[src/rtl/relu_pkg.sv]
// Shared types and fixed-point helpers for the ReLU backward path.
package relu_pkg;

  localparam int MASK_W = 1;
  localparam int FXP_W  = 64;

  typedef struct packed {
    int integer_bits;
    int fraction_bits;
  } fxp_fmt_t;

  // Realign the binary point, then optionally clamp to the output format's range.
  // The caller keeps the low bits, which gives two's-complement wrap when unclamped.
  function automatic logic signed [FXP_W-1:0] fxp_convert(
    input  logic signed [FXP_W-1:0] v,
    input  fxp_fmt_t                in_fmt,
    input  fxp_fmt_t                out_fmt,
    input  bit                      sat_en,
    output logic                    sat
  );
    int                      shift;
    int                      w;
    logic signed [FXP_W-1:0] a;
    logic signed [FXP_W-1:0] hi;
    logic signed [FXP_W-1:0] lo;
    shift = in_fmt.fraction_bits - out_fmt.fraction_bits;
    if (shift >= 0) a = v >>> shift;
    else            a = v <<< (-shift);
    w   = out_fmt.integer_bits + out_fmt.fraction_bits;
    hi  = (64'sd1 <<< (w - 1)) - 64'sd1;
    lo  = -(64'sd1 <<< (w - 1));
    sat = 1'b0;
    if (sat_en) begin
      if (a > hi) begin
        a   = hi;
        sat = 1'b1;
      end else if (a < lo) begin
        a   = lo;
        sat = 1'b1;
      end
    end
    return a;
  endfunction

endpackage

[src/rtl/relu_mask_fifo.sv]
// DEPTH x MASK_W synchronous FIFO holding forward-pass derivative masks.
module relu_mask_fifo
  import relu_pkg::*;
#(
  parameter int DEPTH = 16,
  parameter int CNT_W = $clog2(DEPTH + 1)
) (
  input  logic              clk,
  input  logic              rst,
  input  logic              push_i,
  input  logic [MASK_W-1:0] din_i,
  input  logic              pop_i,
  output logic [MASK_W-1:0] dout_o,
  output logic [CNT_W-1:0]  count_o,
  output logic              full_o,
  output logic              empty_o
);

  localparam int PTR_W = $clog2(DEPTH);
  localparam logic [CNT_W-1:0] FULL_CNT = CNT_W'(DEPTH);

  logic [DEPTH-1:0][MASK_W-1:0] mem_q;
  logic [PTR_W-1:0]             wr_ptr_q, wr_ptr_d;
  logic [PTR_W-1:0]             rd_ptr_q, rd_ptr_d;
  logic [CNT_W-1:0]             count_q, count_d;
  logic                         do_push, do_pop;

  assign full_o  = (count_q == FULL_CNT);
  assign empty_o = (count_q == '0);
  assign count_o = count_q;
  assign dout_o  = mem_q[rd_ptr_q];

  // Full blocks a push even when a pop frees a slot in the same cycle.
  assign do_push = push_i & ~full_o;
  assign do_pop  = pop_i & ~empty_o;

  always_comb begin
    wr_ptr_d = wr_ptr_q;
    rd_ptr_d = rd_ptr_q;
    count_d  = count_q;
    if (do_push) wr_ptr_d = wr_ptr_q + 1'b1;
    if (do_pop)  rd_ptr_d = rd_ptr_q + 1'b1;
    case ({do_push, do_pop})
      2'b10:   count_d = count_q + 1'b1;
      2'b01:   count_d = count_q - 1'b1;
      default: count_d = count_q;
    endcase
  end

  always_ff @(posedge clk) begin
    if (rst) begin
      wr_ptr_q <= '0;
      rd_ptr_q <= '0;
      count_q  <= '0;
    end else begin
      wr_ptr_q <= wr_ptr_d;
      rd_ptr_q <= rd_ptr_d;
      count_q  <= count_d;
    end
  end

  always_ff @(posedge clk) begin
    if (do_push) mem_q[wr_ptr_q] <= din_i;
  end

endmodule

[src/rtl/relu_backward.sv]
// ReLU backward: stores forward masks, emits dx = mask ? conv(dy) : 0.
// Build option RELU_BWD_SAT_EN: clamp conv to N bits and expose sat_flag.
module relu_backward
  import relu_pkg::*;
#(
  parameter int M          = 8,
  parameter int X_INTEGER  = 3,
  parameter int X_FRACTION = 5,
  parameter int G_W        = 8,
  parameter int G_INTEGER  = 3,
  parameter int G_FRACTION = 5,
  parameter int N          = 8,
  parameter int Y_INTEGER  = 3,
  parameter int Y_FRACTION = 5,
  parameter int DEPTH      = 16
) (
  input  logic                       clk,
  input  logic                       rst,
  input  logic                       fwd_valid,
  output logic                       fwd_ready,
  input  logic [M-1:0]               fwd_x,
  input  logic                       grad_valid,
  output logic                       grad_ready,
  input  logic [G_W-1:0]             grad_in,
  output logic                       dx_valid,
  input  logic                       dx_ready,
  output logic [N-1:0]               dx,
  output logic [$clog2(DEPTH+1)-1:0] mask_count
`ifdef RELU_BWD_SAT_EN
  ,
  output logic                       sat_flag
`endif
);

  localparam int CNT_W = $clog2(DEPTH + 1);
  localparam logic [CNT_W-1:0] FULL_CNT = CNT_W'(DEPTH);
  localparam fxp_fmt_t IN_FMT  = '{integer_bits: G_INTEGER, fraction_bits: G_FRACTION};
  localparam fxp_fmt_t OUT_FMT = '{integer_bits: Y_INTEGER, fraction_bits: Y_FRACTION};
`ifdef RELU_BWD_SAT_EN
  localparam bit SAT_EN = 1'b1;
`else
  localparam bit SAT_EN = 1'b0;
`endif

  logic                    push, pop;
  logic [MASK_W-1:0]       mask_in, mask_head;
  logic                    fifo_full, fifo_empty;
  logic [CNT_W-1:0]        count;
  logic signed [FXP_W-1:0] g_ext, conv_full;
  logic                    conv_sat;
  logic [N-1:0]            dx_q, dx_d;
  logic                    dx_valid_q, dx_valid_d;
  logic                    sat_d;
  logic                    unused_bits;

  // Zero is treated as non-positive, so its derivative is 0.
  assign mask_in = MASK_W'(~fwd_x[M-1] & (|fwd_x));

  assign fwd_ready  = (count != FULL_CNT);
  assign grad_ready = (count != '0) & (~dx_valid_q | dx_ready);
  assign push       = fwd_valid & fwd_ready;
  assign pop        = grad_valid & grad_ready;

  relu_mask_fifo #(.DEPTH(DEPTH), .CNT_W(CNT_W)) u_fifo (
    .clk     (clk),
    .rst     (rst),
    .push_i  (push),
    .din_i   (mask_in),
    .pop_i   (pop),
    .dout_o  (mask_head),
    .count_o (count),
    .full_o  (fifo_full),
    .empty_o (fifo_empty)
  );

  assign g_ext = {{(FXP_W-G_W){grad_in[G_W-1]}}, grad_in};

  always_comb begin
    conv_sat  = 1'b0;
    conv_full = fxp_convert(g_ext, IN_FMT, OUT_FMT, SAT_EN, conv_sat);
  end

  always_comb begin
    dx_d       = dx_q;
    dx_valid_d = dx_valid_q;
    sat_d      = 1'b0;
    if (pop) begin
      dx_valid_d = 1'b1;
      dx_d       = mask_head[0] ? conv_full[N-1:0] : '0;
      sat_d      = mask_head[0] & conv_sat;
    end else if (dx_ready) begin
      dx_valid_d = 1'b0;
    end
  end

  always_ff @(posedge clk) begin
    if (rst) begin
      dx_q       <= '0;
      dx_valid_q <= 1'b0;
    end else begin
      dx_q       <= dx_d;
      dx_valid_q <= dx_valid_d;
    end
  end

`ifdef RELU_BWD_SAT_EN
  logic sat_q;
  always_ff @(posedge clk) begin
    if (rst)      sat_q <= 1'b0;
    else if (pop) sat_q <= sat_d;
  end
  assign sat_flag = sat_q;
`endif

  assign dx         = dx_q;
  assign dx_valid   = dx_valid_q;
  assign mask_count = count;

  // Upper conversion bits and FIFO flags are intentionally not consumed here.
  assign unused_bits = ^{conv_full[FXP_W-1:N], conv_sat, sat_d, fifo_full, fifo_empty};

endmodule

[config.mk]
export PLATFORM = sky130hd
export DESIGN_NAME = relu_backward
export DESIGN_NICKNAME = d
export VERILOG_FILES = /design/src/rtl/relu_pkg.sv /design/src/rtl/relu_mask_fifo.sv /design/src/rtl/relu_backward.sv
export SDC_FILE = /design/constraint.sdc
export NUM_CORES = 1
export LEC_CHECK = 0
export CORE_UTILIZATION = 62
export DETAILED_ROUTE_END_ITERATION = 6
export DONT_BUFFER_PORTS = 1
export GPL_TIMING_DRIVEN = 0
export PLACE_DENSITY = 0.78
export RECOVER_POWER = 25
export SLEW_MARGIN = 20
export SYNTH_ARGS = -nofsm -noshare
export SYNTH_HDL_FRONTEND = slang
export SYNTH_SLANG_ARGS = --single-unit
[constraint.sdc]
create_clock -name clk -period 3.34 [get_ports clk]
set_input_delay 0.668 -clock clk [delete_from_list [all_inputs] [get_ports clk]]
set_output_delay 0.668 -clock clk [all_outputs]
set_load 0.02 [all_outputs]
; Yosys cells after proc, flatten, opt, wreduce, memory -nomap -nowiden
; Cells that the tools add are included.
[classes]
n_addsub = 4
reduce_logical = 6
n_mul = 0
magnitude_cmp = 3
n_eq_ne = 4
n_bitwise = 11
shifts = 0
n_div = 0
mux = 9
[op_table]
columns = op, count
row1 = $bwmux W16, 1
row2 = $lt A4 B5 Y1 const B, 2
row3 = $pmux W5 S2, 1
row4 = $add A4 B1 Y4 const B, 2
row5 = $mux W8, 1
row6 = $reduce_or A8 Y1, 1
row7 = $and A1 B1 Y1, 6
row8 = $add A5 B1 Y5 const B, 1
row9 = $eq A5 B5 Y1 const B, 1
row10 = $logic_not A5 Y1, 1
row11 = $ne A5 B5 Y1 const B, 1
row12 = $reduce_bool A5 Y1, 1
row13 = $sub A5 B1 Y5 const B, 1
row14 = $bmux W1 S4, 1
row15 = $demux W1 S4, 1
row16 = $ge A4 B1 Y1 const B, 1
row17 = $mux W1, 4
row18 = $not A1 Y1, 4
row19 = $reduce_bool A2 Y1, 2
row20 = $eq A2 B1 Y1 const B, 1
row21 = $eq A2 B2 Y1 const B, 1
row22 = $logic_and A1 B1 Y1, 1
row23 = $or A1 B1 Y1, 1
[word_totals]
mem_bits_rw = 0
mem_count = 0
rom_bits = 0
latchBits = 0
in_bits = 21
word_cells = 58
ff_bits = 38

; Longest topological paths before layout
; Gate-level depths: netlist of the first run.
[depth]
ltp_word = 7
depth_mapped = 15
mapped_depth_nobuf = 12

; By module
; From an unflattened synthesis of the first run, not the netlist that was laid out.
[hier_totals]
hier_cells = 182
hier_area_um2 = 1968.1
[by_module_without_submodules]
columns = module, area_each_um2, cells_each, instances
row1 = relu_mask_fifo, 1490.2, 133, 1
row2 = relu_backward, 478.0, 49, 1

; Worst setup path after synthesis of the first run
; No wires, ideal clock.
[synth_timing]
path_kind = register to register
from = register u_fifo.count_q[1] (netlist: u_fifo.count_o[1])
to = register u_fifo.count_q[4] (netlist: u_fifo.count_o[4])
slack_ns = 0.180
period_less_slack_ns = 3.160
t_arrival_ns = 3.039
path_buffers = 3
required_time_ns = 3.219
stages_incl_launch_ff = 16
cell_sequence = dfxtp_1 -> clkbuf_2 -> nor4_4 -> a21oi_2 -> nand2_4 -> inv_2 -> buf_4 -> ha_1 -> clkbuf_1 -> xor2_1 -> ha_1 -> a21o_1 -> o21ai_0 -> nand3b_1 -> a31oi_1 -> mux2_2
[synth_between]
elab_chain_len = 6
[synth_lines]
columns = item, line
row1 = from (decl), relu_mask_fifo.sv:25  ; logic [CNT_W-1:0] count_q, count_d;
row2 = from (signal assigned), relu_mask_fifo.sv:58  ; count_q <= count_d;
row3 = $reduce_bool A5 Y1 *, relu_backward.sv:60  ; assign grad_ready = (count != '0) & (~dx_valid_q | dx_ready);
row4 = $and A1 B1 Y1 *, relu_backward.sv:60
row5 = net grad_ready, relu_backward.sv:23  ; output logic grad_ready,
row6 = $and A1 B1 Y1 *, relu_backward.sv:62  ; assign pop = grad_valid & grad_ready;
row7 = $and A1 B1 Y1 *, relu_mask_fifo.sv:35  ; assign do_pop = pop_i & ~empty_o;
row8 = net u_fifo.do_pop, relu_mask_fifo.sv:26  ; logic do_push, do_pop;
row9 = $eq A2 B1 Y1 or $eq A2 B2 Y1 (tied branches), relu_mask_fifo.sv:43  ; case ({do_push, do_pop})
row10 = $pmux W5 S2 or $reduce_bool A2 Y1 (tied branches), n/a
; Mark *: on every way through the listed nets, which the timed path passes. The rest lies on a longest branch.
; A chain may end at the register's enable or synchronous reset.

; Worst setup path after layout of the first run
[layout_timing]
from = register u_fifo.count_q[1] (netlist: u_fifo.count_o[1])
to = register u_fifo.count_q[4] (netlist: u_fifo.count_o[4])
[layout_between]
elab_chain_len = 6
[layout_lines]
columns = item, line
row1 = $reduce_bool A5 Y1, relu_backward.sv:60
row2 = $and A1 B1 Y1, relu_backward.sv:60
row3 = $and A1 B1 Y1, relu_backward.sv:62
row4 = $and A1 B1 Y1, relu_mask_fifo.sv:35
row5 = $eq A2 B1 Y1 or $eq A2 B2 Y1 (tied branches), relu_mask_fifo.sv:43
row6 = $pmux W5 S2 or $reduce_bool A2 Y1 (tied branches), n/a
; Parallel ways exist; a longest one is shown, timed or not.

==> metrics.txt, run 1 <==
R2R depth 15; Max-Cap Viols 0; cts hold-fix bufs 0; Synth area leader edfxtp_1; clock-pin slew on the worst setup and hold paths 0.12 ns; post-route cell area 2060 um2; Crit path depth 15; Final Max Tran Viols 0; TritonCTS Buffers 5; register area share after synthesis 50.0%; CTS tree built; status completed; flops & latches, synth 38; Final GP Congestion 0.810; Power Dens Cells 841 nW/um2; clock net sink count 38; port bufs 0; final net count 220; Post-route DRC 0; final setup vio count 0; fin util 74.0%; die width 56.5 um; number of synthesized flops with an enable pin 16; crit path kind flip-flop to flip-flop; R2R setup slack 0.12 ns; antenna viol nets, final 0; n_diodes 0; post-synthesis adder-cell area fraction 6.12%; Avg Synthesized Cell Area 10.5 um2; total gr overflow 0; CP dominant cell by count buf_4; FMAX 310 MHz; Routed WL 3390 um; Critical Path Fanout Max 9; via count 1285; first-pass GRT wire length 5370 um; Clock Skew 0.0151 ns; Primary FF master, synth dfxtp_1; deepest clock path buffer count 2; Worst EP arrival 3.47 ns; Async SR Flop Fraction 0%; Largest delay share family, worst path buffers and inverters; vias in the first global route 1244; initial drt markers 35; core area 2780 um2; top post-synthesis cells by area edfxtp_1 (26%), dfxtp_1 (24%), ha_1 (6.1%), mux4_1 (5.7%), nor2_1 (5.5%); hold path depth 1; Initial Util 66.2%; largest net degree at the start of global routing 17; max_slew headroom 35.1%; hpwl dp 2350 um; Synth Area in XOR/XNOR 4.76%; simple logic cell fraction of the synthesized area 19.2%; GRT Total Usage 22.1%; min cycle time layout 3.22 ns; Final period util 96.5%; Leakage 0.000767 uW; Hold Vio Cnt, Final 0; largest family of logic cells by synthesized area simple AND/OR/NAND/NOR gates; CP max stage delay 0.39 ns; Critical Path Start Type flip-flop; Worst-Margin Slew 0.973 ns; WL/cell 15.3 um; worst min path class primary input to flip-flop; yosys synthesis warning count 0; Setup crit end kind flip-flop; Syn Inst Count 176; mapped cell area 1840 um2; Skew-Pair Late Insertion Delay 0.35 ns; post-synthesis mux area share 8.70%; area grow syn2layout 11.9%; Slowest cell on crit path dfxtp_4; Top Ports 37; layout cells sized above 1 16.8%; syn nets 206; Compound-Gate Fraction of Synth Area 7.48%; number of detailed-route iterations in the first pass 4; Die Y 56.5 um; CTS H-tree lvls 2; Unique masters post-synth 37; top cell type's share of synthesized area 26.1%; Worst Path Buf+Inv 5; Die Area 3190 um2; VDD IR max 0.785 mV; initial antenna violation count 0; CP required 3.58 ns; CP Cell Sequence clkbuf_4 -> nor4_4 -> buf_4 -> buf_4 -> a21boi_4 -> inv_1 -> ha_2 -> buf_4 -> xor2_1 -> ha_1 -> nor2_1 -> nor3b_1 -> o21ai_0 -> a31oi_1 -> mux2_2; Core Rows 19; Root Buffer Master clkbuf_4; area post-placement 1880 um2; via-per-instance ratio 5.79
## cells by family after synthesis
logic type               Yosys count
flip-flops                        38
adder cells (fa/ha/maj)            9
AO/OA/AOI/OAI                     23
AND/OR/NAND/NOR                   73
buffers and inverters             14
multiplexers                       9
XOR/XNOR                          10
## cells in the mapped netlist (2+ instances only)
cell,count
nor3_1,5
edfxtp_1,16
nand2b_1,4
xor2_1,7
mux2i_1,3
nand4_1,2
inv_1,4
nand3b_1,2
a21o_1,2
nor3b_1,2
o21ai_0,3
xnor2_1,3
nand3_1,8
nor2_1,27
dfxtp_1,22
mux4_1,4
nand2_1,18
a21oi_1,12
clkbuf_1,5
buf_4,2
ha_1,9
## state kept, by name (all words and copies together) (netlist names)
name,cells
dx,8
dx_valid,1
u_fifo.count_o,5
u_fifo.mem_q,16
u_fifo.rd_ptr_q,4
u_fifo.wr_ptr_q,4
## routing by layer
metal / vias up / part of all wire (%) / wire length, um / track usage [%]
met5: - / 0 / 0 / 0
met3: 2 / 4.2 / 141 / 6.68
met1: 607 / 42 / 1440 / 25.8
li1: 641 / - / - / -
met2: 35 / 53 / 1790 / 39.5
met4: 0 / 0.56 / 19 / 5.57
## power breakdown
| part | internal (uW) | leakage [uW] | switching [uW] |
|---|---|---|---|
| clock network | 174 | 0.0000518 | 156 |
| registers | 558 | 0.000326 | 134 |
| logic | 324 | 0.000389 | 385 |
| total | 1060 | 0.000767 | 675 |
## layout make-up
class / instances / area (um2)
Inverter: 5 / 18.8
Sequential cell: 38 / 928
Buffer: 8 / 48.8
Tap cell: 31 / 38.8
Clock inverter: 1 / 8.76
Fill cell: 195 / 722
Clock buffer: 7 / 87.6
Timing Repair Buffer: 8 / 60.1
Multi-Input combinational cell: 124 / 868
## stage by stage
stage               setup TNS [ns]  std cells  total power, uW  setup slack, ns  hold slack, ns
floorplan                        0        176             1150            0.180           0.487
global placement            -0.102        207             1230           -0.102           0.511
detailed placement          -0.282        207             1270           -0.282           0.527
CTS                              0        216             1640           0.0295           0.399
global route               -0.0141        222             1820          -0.0141           0.396
finish                           0        222             1730            0.116           0.405
## layout by cell type, fill, tap and decap left out, types with 3 or more instances in the layout
cell,synthesis,layout
clkbuf_1,5,4
nor2_1,27,27
inv_1,4,4
ha_1,9,8
xor2_1,7,7
dfxtp_2,0,3
nor3_1,5,5
nand2b_1,4,4
a21oi_1,12,12
mux2i_1,3,3
nand2_1,18,18
xnor2_1,3,3
edfxtp_1,16,16
mux4_1,4,4
nand3_1,8,8
clkbuf_4,0,6
dfxtp_1,22,18
buf_4,2,10
## path summary, 6_finish.rpt
path / end / startpoint
max: u_fifo.count_o[4] / u_fifo.count_o[1]
min: u_fifo.count_o[3] / rst
max reg2reg: u_fifo.count_o[4] / u_fifo.count_o[1]
min reg2reg: u_fifo.rd_ptr_q[1] / u_fifo.rd_ptr_q[1]
## timing repair
action / CTS / global route
gates resized for setup: 5 / 10
endpoints found under the setup margin: 2 / 1
gates cloned: 0 / 0
setup buffers: 1 / 7
pin swaps: 1 / 4
hold endpoints to repair: 0 / 0
(Power assumes the default switching activity.)
==> run 2, diff against run 1 <==
CELL_PAD_IN_SITES_DETAIL_PLACEMENT = 1   (was not set)
CELL_PAD_IN_SITES_GLOBAL_PLACEMENT = 2   (was not set)
CORE_UTILIZATION = 39   (was 62)
PLACE_DENSITY = not set   (was 0.78)
PLACE_DENSITY_LB_ADDON = 0.1   (was not set)
SKIP_LAST_GASP = 1   (was not set)
clock period = 3.56 ns   (was 3.34 ns; I/O delays follow)
==> run 2 against run 1 <==
Compared with the run above:
- the flow now finishes with violations (design-rule violations)
- first-iteration DRC count up 120%
- sequential cell count unchanged
- largest cell class unchanged
- critical endpoint unchanged
- highest routed layer unchanged
- clock skew is 0.013 ns lower
==> metrics.txt, run 2 (synthesis gave the netlist of run 1 again) <==
Final period util 94.8%; CP Cell Sequence buf_2 -> nor4_4 -> a21oi_4 -> nand2_4 -> inv_2 -> buf_4 -> ha_1 -> buf_2 -> xor2_1 -> ha_1 -> a21o_1 -> o21ai_0 -> nand3b_1 -> a31oi_1 -> mux2_2; initial antenna violation count 0; crit path kind flip-flop to flip-flop; status finished, violations left; CP required 3.74 ns; antenna viol nets, final 0; VDD IR max 0.371 mV; RSZ-0062 raised after global routing false; Critical Path Fanout Max 11; failing checks design-rule violations; Critical Path Start Type flip-flop; via count 1311; Setup crit end kind flip-flop; most frequent cells in the layout nor2_1 (27), dfxtp_1 (20), nand2_1 (18); Power Dens Cells 768 nW/um2; TritonCTS Buffers 5; Final GP Congestion 0.693; Die Area 5000 um2; CTS H-tree lvls 2; WL/cell 16.0 um; Worst-Margin Slew 1.04 ns; Post-route DRC 8; max FFs per register 16; Slowest cell on crit path nor4_4; GRT Total Usage 16.4%; Largest delay share family, worst path compound AO/OA/AOI/OAI gates; CTS tree built; Root Buffer Master clkbuf_8; Max-Cap Viols 0; Leakage 0.000751 uW; max_slew headroom 30.5%; Hold Vio Cnt, Final 0; via-per-instance ratio 5.44; worst slack at placement -0.0981 ns; final setup vio count 0; core area 4440 um2; FMAX 296 MHz; post-route setup slack 0.186 ns; Final Max Tran Viols 0; total gr overflow 0; area grow syn2layout 11.1%; Top Ports 37; clock-pin slew on the worst setup and hold paths 0.07 ns; initial drt markers 78; hpwl dp 2850 um; Clock Skew 0.00256 ns; n_diodes 0; final net count 218; port bufs 0; CP max stage delay 0.41 ns; vias in the first global route 1376; most flop-heavy register u_fifo.mem_q; cts hold-fix bufs 0; deepest clock path buffer count 2; Skew-Pair Late Insertion Delay 0.28 ns; number of detailed-route iterations in the first pass 6; Worst Path Buf+Inv 4; Core Rows 24; most common cell after layout, fill and taps aside nor2_1; min cycle time layout 3.37 ns; Total Power 1570 uW; worst min path class primary input to flip-flop; largest net degree at the start of global routing 17; Worst EP arrival 3.55 ns; Die Y 70.7 um; Initial Util 41.4%; die width 70.7 um; Routed WL 3850 um; layout cells sized above 1 13.8%; clock net sink count 38; first-pass GRT wire length 6330 um
run 2: cell types whose count changed in the layout (fill, tap and decap cells not counted), sizes merged:
cell  change
buf       -2
run 2: layout make-up:
type / count / area [um2]
fillers: 508 / 2400
flip-flops and latches: 38 / 923
multi-input cells: 124 / 858
clock buffers: 7 / 86.3
well taps: 52 / 65.1
plain buffers: 9 / 51.3
repair buffers: 5 / 37.5
inverters: 5 / 18.8
clock inverters: 1 / 5.00
run 2: layer usage:
layer / up-vias / global-route usage, % / wire length, um
met4: 0 / 5.56 / 57
li1: 637 / - / -
met5: - / 0 / 0
met3: 7 / 4.13 / 136
met2: 26 / 28.7 / 1910
met1: 641 / 19.6 / 1740
run 2: per-stage QoR:
stage / instances / util, % / setup TNS (ns) / cell area [um2] / hold WS (ns)
2_1_floorplan: 176 / - / 0 / 1840 / 0.487
3_3_place_gp: 228 / 42.9 / 0 / 1910 / 0.513
3_5_place_dp: 228 / 42.9 / -0.0981 / 1910 / 0.528
4_1_cts: 236 / 45.1 / 0 / 2000 / 0.517
5_1_grt: 241 / 46.0 / 0 / 2050 / 0.520
6_report: 241 / 46.0 / 0 / 2050 / 0.524
run 2: timing repair:
action                                  CTS  global route
pin swaps                                 1             4
resized for setup                         1             6
buffers inserted                          0             5
hold endpoints to repair                  0             0
endpoints found under the setup margin    1             1
run 2: worst paths after layout:
kind / startpoint / to / slack [ns] / cells after the start
setup / recovery: u_fifo.count_o[1] / u_fifo.count_o[4] / 0.19 / 15
hold / removal: rst / u_fifo.count_o[3] / 0.52 / 1
setup reg to reg: u_fifo.count_o[1] / u_fifo.count_o[4] / 0.19 / 15
hold reg to reg: u_fifo.rd_ptr_q[1] / u_fifo.rd_ptr_q[1] / 0.53 / 2
run 2: report_power, final:
part / internal [uW] / switching [uW] / total [uW]
Combinational: 278 / 345 / 622
Clock: 156 / 147 / 303
Sequential: 520 / 125 / 645
==> run 3, diff against run 2 <==
CORE_UTILIZATION = 41   (was 39)
CTS_BUF_LIST = sky130_fd_sc_hd__clkbuf_8   (was not set)
PLACE_DENSITY_LB_ADDON = 0.05   (was 0.1)
==> run 3 against run 2 <==
Compared with the run above:
- the run now ends clean
- critical path depth is 1 higher
- die area is 4.7% lower
- register-to-register slack better by 0.05 ns
- highest routed layer unchanged
==> metrics.txt, run 3 (synthesis gave the netlist of run 1 again) <==
Final GP Congestion 0.724; first-pass GRT wire length 6400 um; largest net degree at the start of global routing 17; Root Buffer Master clkbuf_8; combinational share of power 37.7%; Leakage 0.000748 uW; Total Power 1620 uW; CTS H-tree lvls 2; Routed WL 3910 um; post-route cell area 2050 um2; core area 4320 um2; Power Dens Cells 790 nW/um2; Initial Util 42.6%; die width 69 um; min cycle time layout 3.32 ns; n_diodes 0; Setup crit end kind flip-flop; initial drt markers 40; Final Max Tran Viols 0; hpwl dp 2870 um; max FFs per register 16; initial antenna violation count 0; max_slew headroom 33.0%; most common cell after layout, fill and taps aside nor2_1; R2R depth 16; Max-Cap Viols 0; Worst EP arrival 3.51 ns; deepest clock path buffer count 2; TritonCTS Buffers 5; Critical Path Fanout Max 11; via count 1287; CP Cell Sequence clkbuf_4 -> nor4_4 -> buf_4 -> a21oi_4 -> nand2_4 -> inv_2 -> buf_4 -> ha_1 -> clkbuf_4 -> xor2_1 -> ha_1 -> a21o_1 -> o21ai_0 -> nand3b_1 -> a31oi_1 -> mux2_2; total gr overflow 0; hold endpoint u_fifo.count_o[3]; most flop-heavy register u_fifo.mem_q; Hold Vio Cnt, Final 0; reg2reg start u_fifo.count_o[1]; CTS tree built; Net Sw Frac 39.0%; worst hold start rst; Reg power frac 39.8%; switching power 631 uW; final setup vio count 0; port bufs 0; setup TNS 0 ns; clock-pin slew on the worst setup and hold paths 0.07 ns; area grow syn2layout 11.4%; Post-route DRC 0; Die Area 4760 um2; Final period util 93.4%; worst min path class primary input to flip-flop; VDD IR max 0.353 mV; area post-placement 1910 um2; Worst-Margin Slew 1.01 ns; post-route setup slack 0.235 ns; cts hold-fix bufs 0; RSZ-0062 raised after global routing false; Clk network pwr share 22.5%; CP required 3.74 ns; FMAX 301 MHz; hold path depth 1; worst slack at placement -0.0709 ns; number of detailed-route iterations in the first pass 6; WL/cell 16.4 um; GRT Total Usage 17.2%; final net count 215; antenna viol nets, final 0; Slowest cell on crit path dfxtp_2; r2r endpoint u_fifo.count_o[4]; layout cells sized above 1 13.4%; CP max stage delay 0.36 ns; Cell Int Power 989 uW; Skew-Pair Late Insertion Delay 0.30 ns; clock net sink count 38; Clock Skew 0.0137 ns; Top Ports 37; R2R setup slack 0.24 ns; via-per-instance ratio 5.41; Largest delay share family, worst path buffers and inverters; Critical Path Start Type flip-flop; most frequent cells in the layout nor2_1 (27), dfxtp_1 (20), nand2_1 (18); Core Rows 24; vias in the first global route 1300; Worst Path Buf+Inv 5; fin util 47.4%; crit path kind flip-flop to flip-flop; status completed; Die Y 69 um
[run 3: cell types whose count changed in the layout (fill, tap and decap cells not counted), sizes merged]
| cell | previous run | this run |
|---|---|---|
| buf | 9 | 5 |
| bufinv | 0 | 1 |
| clkbuf | 12 | 11 |
| clkinv | 1 | 2 |
[run 3: cell type report]
type | instances | area, um2
Buffer | 9 | 56.3
Clock buffer | 5 | 68.8
Clock inverter | 3 | 40.0
Fill cell | 498 | 2270
Inverter | 5 | 18.8
Multi-Input combinational cell | 124 | 863
Sequential cell | 38 | 923
Tap cell | 52 | 65.1
Timing Repair Buffer | 2 | 15.0
[run 3: repair_timing]
item,in CTS,in global routing
gates resized for setup,1,9
endpoints found under the setup margin,1,1
pin swaps,1,2
setup buffers,0,2
[run 3: per-layer routing]
| metal | up-vias | wire length [um] | global-route usage, % |
|---|---|---|---|
| li1 | 630 | - | - |
| met1 | 625 | 1730 | 20.7 |
| met2 | 23 | 1960 | 28.3 |
| met3 | 9 | 163 | 5.70 |
| met4 | 0 | 63 | 6.80 |
| met5 | - | 0 | 0 |
[run 3: per-stage QoR]
step | cells | hold WS [ns]
3_5_place_dp | 228 | 0.527
5_1_grt | 238 | 0.525
2_1_floorplan | 176 | 0.487
6_report | 238 | 0.531
3_3_place_gp | 228 | 0.515
4_1_cts | 236 | 0.518
[run 3: worst max-delay path by stage]
stage                     slack (ns)               from           endpoint  cells past startpoint
after floorplan                 0.40  u_fifo.count_o[1]  u_fifo.count_o[4]                     15
after global placement          0.03  u_fifo.count_o[1]  u_fifo.count_o[4]                     15
after detailed placement       -0.07  u_fifo.count_o[1]  u_fifo.count_o[4]                     15
after CTS                       0.01  u_fifo.count_o[1]  u_fifo.count_o[4]                     15
after global routing            0.03  u_fifo.count_o[1]  u_fifo.count_o[4]                     16
final                           0.24  u_fifo.count_o[1]  u_fifo.count_o[4]                     16
[run 3: power groups by stage]
stage | Clock (uW) | Sequential [uW] | Combinational [uW]
2_1_floorplan | 0 | 634 | 447
3_3_place_gp | 0 | 650 | 525
3_5_place_dp | 0 | 653 | 554
4_1_cts | 374 | 644 | 573
5_1_grt | 390 | 657 | 678
6_report | 365 | 645 | 610
